===== config.mk =====
export PLATFORM = sky130hd
export DESIGN_NAME = imm_extend_stage
export DESIGN_NICKNAME = d
export VERILOG_FILES = /design/src/rtl/imm_ext_pkg.sv /design/src/rtl/imm_ext_core.sv /design/src/rtl/imm_extend_stage.sv
export SDC_FILE = /design/constraint.sdc
export NUM_CORES = 1
export LEC_CHECK = 0
export BUFFER_PORTS_ARGS = -buffer_cell sky130_fd_sc_hd__buf_2
export CAP_MARGIN = 0
export CORE_MARGIN = 2
export CORE_UTILIZATION = 30
export DETAILED_ROUTE_END_ITERATION = 10
export GPL_ROUTABILITY_DRIVEN = 1
export GPL_TIMING_DRIVEN = 0
export PLACE_DENSITY = 0.49
export SYNTH_ARGS = -nofsm -noshare
export SYNTH_HDL_FRONTEND = slang
export SYNTH_SLANG_ARGS = --single-unit
export TNS_END_PERCENT = 20

===== constraint.sdc =====
create_clock -name clk -period 5.8 [get_ports clk]
set_clock_uncertainty 0.1 [all_clocks]
set_input_delay 0 -clock clk [delete_from_list [all_inputs] [get_ports clk]]
set_output_delay 0 -clock clk [all_outputs]
set_load 0.01 [all_outputs]

===== src/rtl/imm_ext_pkg.sv =====
// Shared definitions for immediate extension: mode encoding and width legality check.
package imm_ext_pkg;

  typedef enum logic [1:0] {
    EXT_ZERO   = 2'd0,
    EXT_SIGN   = 2'd1,
    EXT_UPPER  = 2'd2,
    EXT_BRANCH = 2'd3
  } ext_mode_t;

  // Branch mode shifts left by 2, so the output needs two bits of headroom.
  localparam int unsigned EXT_MARGIN = 2;

  function automatic bit ext_width_ok(int unsigned in_w, int unsigned out_w);
    return out_w >= in_w + EXT_MARGIN;
  endfunction

endpackage


===== src/rtl/imm_ext_core.sv =====
// Combinational IN_W->OUT_W immediate extender selected by mode.
module imm_ext_core
  import imm_ext_pkg::*;
#(
  parameter int unsigned IN_W  = 16,
  parameter int unsigned OUT_W = 32
) (
  input  logic [IN_W-1:0]  imm,
  input  ext_mode_t        mode,
  output logic [OUT_W-1:0] ext_c
);

  localparam int unsigned PAD_W = OUT_W - IN_W;

  logic [OUT_W-1:0] sign_c;

  assign sign_c = {{PAD_W{imm[IN_W-1]}}, imm};

  always_comb begin
    ext_c = '0;
    case (mode)
      EXT_ZERO:   ext_c = OUT_W'(imm);
      EXT_SIGN:   ext_c = sign_c;
      EXT_UPPER:  ext_c = OUT_W'(imm) << PAD_W;
      EXT_BRANCH: ext_c = sign_c << 2;
      default:    ext_c = '0;
    endcase
  end

endmodule


===== src/rtl/imm_extend_stage.sv =====
// Registered immediate-extension stage: extends at push, holds up to two entries
// (head in slot 0) with a sideband tag, valid/ready handshake and flush.
module imm_extend_stage
  import imm_ext_pkg::*;
#(
  parameter int unsigned IN_W  = 16,
  parameter int unsigned OUT_W = 32,
  parameter int unsigned TAG_W = 5
) (
  input  logic             clk,
  input  logic             rst,
  input  logic             flush,
  input  logic             in_valid,
  output logic             in_ready,
  input  logic [IN_W-1:0]  in_imm,
  input  logic [1:0]       in_mode,
  input  logic [TAG_W-1:0] in_tag,
  output logic             out_valid,
  input  logic             out_ready,
  output logic [OUT_W-1:0] out_data,
  output logic [TAG_W-1:0] out_tag
);

  if (!ext_width_ok(IN_W, OUT_W)) begin : g_width_check
    $error("imm_extend_stage: OUT_W must be at least IN_W+2");
  end

  localparam int unsigned CNT_W = 2;
  localparam logic [CNT_W-1:0] DEPTH = CNT_W'(2);

  logic [OUT_W-1:0] ext_c;
  logic [OUT_W-1:0] data_q [2];
  logic [TAG_W-1:0] tag_q  [2];
  logic [CNT_W-1:0] count_q;
  logic [CNT_W-1:0] count_d;
  logic             push;
  logic             pop;
  logic             load_head;
  logic             load_tail;
  logic             shift;

  imm_ext_core #(
    .IN_W  (IN_W),
    .OUT_W (OUT_W)
  ) u_core (
    .imm   (in_imm),
    .mode  (ext_mode_t'(in_mode)),
    .ext_c (ext_c)
  );

  // Ready depends only on the registered count (and reset), never on out_ready.
  assign in_ready  = rst && (count_q < DEPTH);
  assign out_valid = (count_q != '0);
  assign out_data  = out_valid ? data_q[0] : '0;
  assign out_tag   = out_valid ? tag_q[0]  : '0;

  assign push = in_valid && in_ready;
  assign pop  = out_valid && out_ready;

  // Slot update decode; push+pop only coexist at count 1, where the new entry becomes head.
  always_comb begin
    count_d   = count_q;
    load_head = 1'b0;
    load_tail = 1'b0;
    shift     = 1'b0;
    if (flush) begin
      count_d = '0;
    end else if (push && !pop) begin
      count_d   = count_q + CNT_W'(1);
      load_head = (count_q == '0);
      load_tail = (count_q != '0);
    end else if (pop && !push) begin
      count_d = count_q - CNT_W'(1);
      shift   = 1'b1;
    end else if (push && pop) begin
      load_head = 1'b1;
    end
  end

  always_ff @(posedge clk) begin
    if (!rst) begin
      count_q   <= '0;
      data_q[0] <= '0;
      data_q[1] <= '0;
      tag_q[0]  <= '0;
      tag_q[1]  <= '0;
    end else begin
      count_q <= count_d;
      if (load_head) begin
        data_q[0] <= ext_c;
        tag_q[0]  <= in_tag;
      end else if (shift) begin
        data_q[0] <= data_q[1];
        tag_q[0]  <= tag_q[1];
      end
      if (load_tail) begin
        data_q[1] <= ext_c;
        tag_q[1]  <= in_tag;
      end
    end
  end

endmodule

==> qor.csv <==
metric,value,unit
final_cell_mix,"buf_2, edfxtp_1, and2_1, nor2_1, inv_1",
area.growth.synth_to_final,25.5,%
crit_arrival,3140,ps
synthFlopType,edfxtp_1,
grt_use_met3,3.95,%
grt_use_met1,19.3,%
crit_chain,"nor2_2, inv_2, clkbuf_1, nand2_1, inv_1, ha_1, o31ai_2, nor3b_1, dlygate4sd3_1",
grt_max_degree,22,
fmax,0.318,GHz
p_sw_share,24.1,%
insertion_delay,340,ps
overflow,0,
portBuffers,66,
synthCells,344,
path_class,flop to flop,
required,5790,ps
first_pass_iters,4,
cts_resized,0,
rows,43,
p_comb_share,14.8,%
start_util,30.5,%
die-area,15000,um^2
antenna_cells,0,
grt_first_pass_wirelength,15.7,mm
viasPerCell,4.63,
clkTransAtPathRegs,60,ps
final_util,38.3,%
dieHeight,123,um
r2r-start,count_q[1]$_SDFFE_PP0P_,
fin_hold_ws,13.1,ps
ir_drop,113,uV
final_cells,625,
hold_path_class,primary input to flop,
clkSinkCount,76,
yosysUniqueCellTypes,42,
drc,0,
grt_pass1_vias,2892,
htree_levels,3,
power.switching,0.330,mW
p_seq_share,47.1,%
design.core.area,13800,um^2
maxSlewHeadroom,44.0,%
cap_violations,0,
detailroute.via_count,2892,
leakagePower,2.26,nW
yosys_warnings,0,
die_w,123,um
syn_area_per_cell,12.3,um^2
hold_violations,0,
drtIter0Drc,191,
setup_viol,0,
yosysSeqAreaShare,53.6,%
grt_use_total,14.2,%
cp-startpoint,count_q[1]$_SDFFE_PP0P_,
synth-edff-count,74,
hp-start,in_imm[9],
dpl.hpwl,7.29,mm
intPower,1.04,mW
fin_crit_sh,54.3,%
ios,67,
clkPwrFrac,38.1,%
slew_violations,0,
grtUsageMet2,21.7,%
placed_cells,592,
top_usage_layer,met2,
critPathMaxStageDelay,730,ps
cts-buffers-inserted,9,
syn_area,4220,um^2
ant_nets,0,
final_nets,471,
worstMarginPinSlew,840,ps
critical_path.max_fanout,10,
crit_path_start_kind,flop,
clockBufferDepth,2,
ys_seq_elements,76,
min_period,3150,ps
cp_slowest_cell,o31ai_2,
run_status,finished clean,
wl_per_cell,16.1,um
synth_nets,375,
power.density,258,nW/um^2
ys_async_sr_fraction,0,%
wl,10.0,mm
rsz0062_at_grt,no,
grt_antenna_before_repair,0,
clockRootBuffer,clkbuf_16,
cts_tree,yes,
tns,0,ps
crit_path_end_kind,flop,
routabilityCongestion,0.832,
final_layout_size_suffix_gt1_share,35.1,%
power by group through the flow:
stage          sequential, mW  clock, mW  combinational [mW]
4_1_cts                 0.646      0.539               0.206
3_3_place_gp            0.662          0               0.185
5_1_grt                 0.648      0.561               0.223
6_report                0.645      0.522               0.203
3_5_place_dp            0.657          0               0.197
2_1_floorplan           0.658          0               0.127
layout make-up:
cell class / instances / area [um^2]
well taps: 180 / 225
clock buffers: 14 / 264
clock inverters: 2 / 10.0
inverters: 35 / 131
flip-flops and latches: 76 / 2260
fillers: 1376 / 8530
plain buffers: 24 / 174
multi-input cells: 209 / 1680
repair buffers: 85 / 556
cells by family after synthesis:
kind of cell | count (synthesis) | share of synthesized area, %
muxes | 29 | 9.60
AOI/OAI and AO/OA | 74 | 15.6
adders and majority gates | 3 | 0.889
xor gates and xnor gates | 2 | 0.415
DFF | 76 | 53.6
buffers and inverters | 59 | 7.23
and+or+nand+nor | 101 | 12.7
path summary, 6_finish.rpt:
check	slack, ps	cells after the start	end
max reg2reg	2650	9	data_q[0][32]$_SDFFCE_PN0P_
min reg2reg	410	2	count_q[1]$_SDFFE_PP0P_
max	2650	9	data_q[0][32]$_SDFFCE_PN0P_
min	10	3	data_q[0][57]$_SDFFCE_PN0P_
state kept, by name, indices dropped and copies added (netlist names):
name     count
data_q      64
count_q      2
tag_q       10
metrics by stage:
step	power (mW)	setup slack [ps]	instance area [um^2]
floorplan	0.785	1120	4220
global placement	0.847	-537	4780
detailed placement	0.854	2750	4860
CTS	1.39	2570	5300
global route	1.43	2340	5300
finish	1.37	2650	5300
repair_timing:
item	CTS	global route
setup buffers	0	0
endpoints found under the hold margin	21	0
hold buffers	17	0
endpoints found under the setup margin	0	0
cell usage after synthesis (4+ instances only):
cell / n / area (um^2)
edfxtp_1: 74 / 2220
and2_1: 39 / 244
nor2_1: 39 / 146
inv_1: 34 / 128
mux2_4: 22 / 330
o22ai_2: 22 / 275
a21oi_1: 15 / 75.1
a22oi_1: 13 / 97.6
buf_2: 8 / 40.0
nor2b_1: 7 / 43.8
a22o_1: 6 / 52.6
buf_4: 5 / 37.5
clkbuf_1: 5 / 18.8
o22ai_1: 5 / 31.3
mux2_2: 4 / 45.0
nand2_1: 4 / 15.0
o21ai_0: 4 / 20.0
routing by layer:
metal  wire length, um  share of wire (%)
met1              4770                 47
met2              4520                 45
met3               616                6.1
met4               142                1.4
met5                 0                  0
critical path, delay by kind of cell, from the launching register on:
kind            cells  cell delay, ps
buf+inv             4             970
fa+ha+maj           1             250
simple gates        3             500
compound gates      1             730
flops               1             330
No activity file was read; power rests on OpenSTA's default activity.
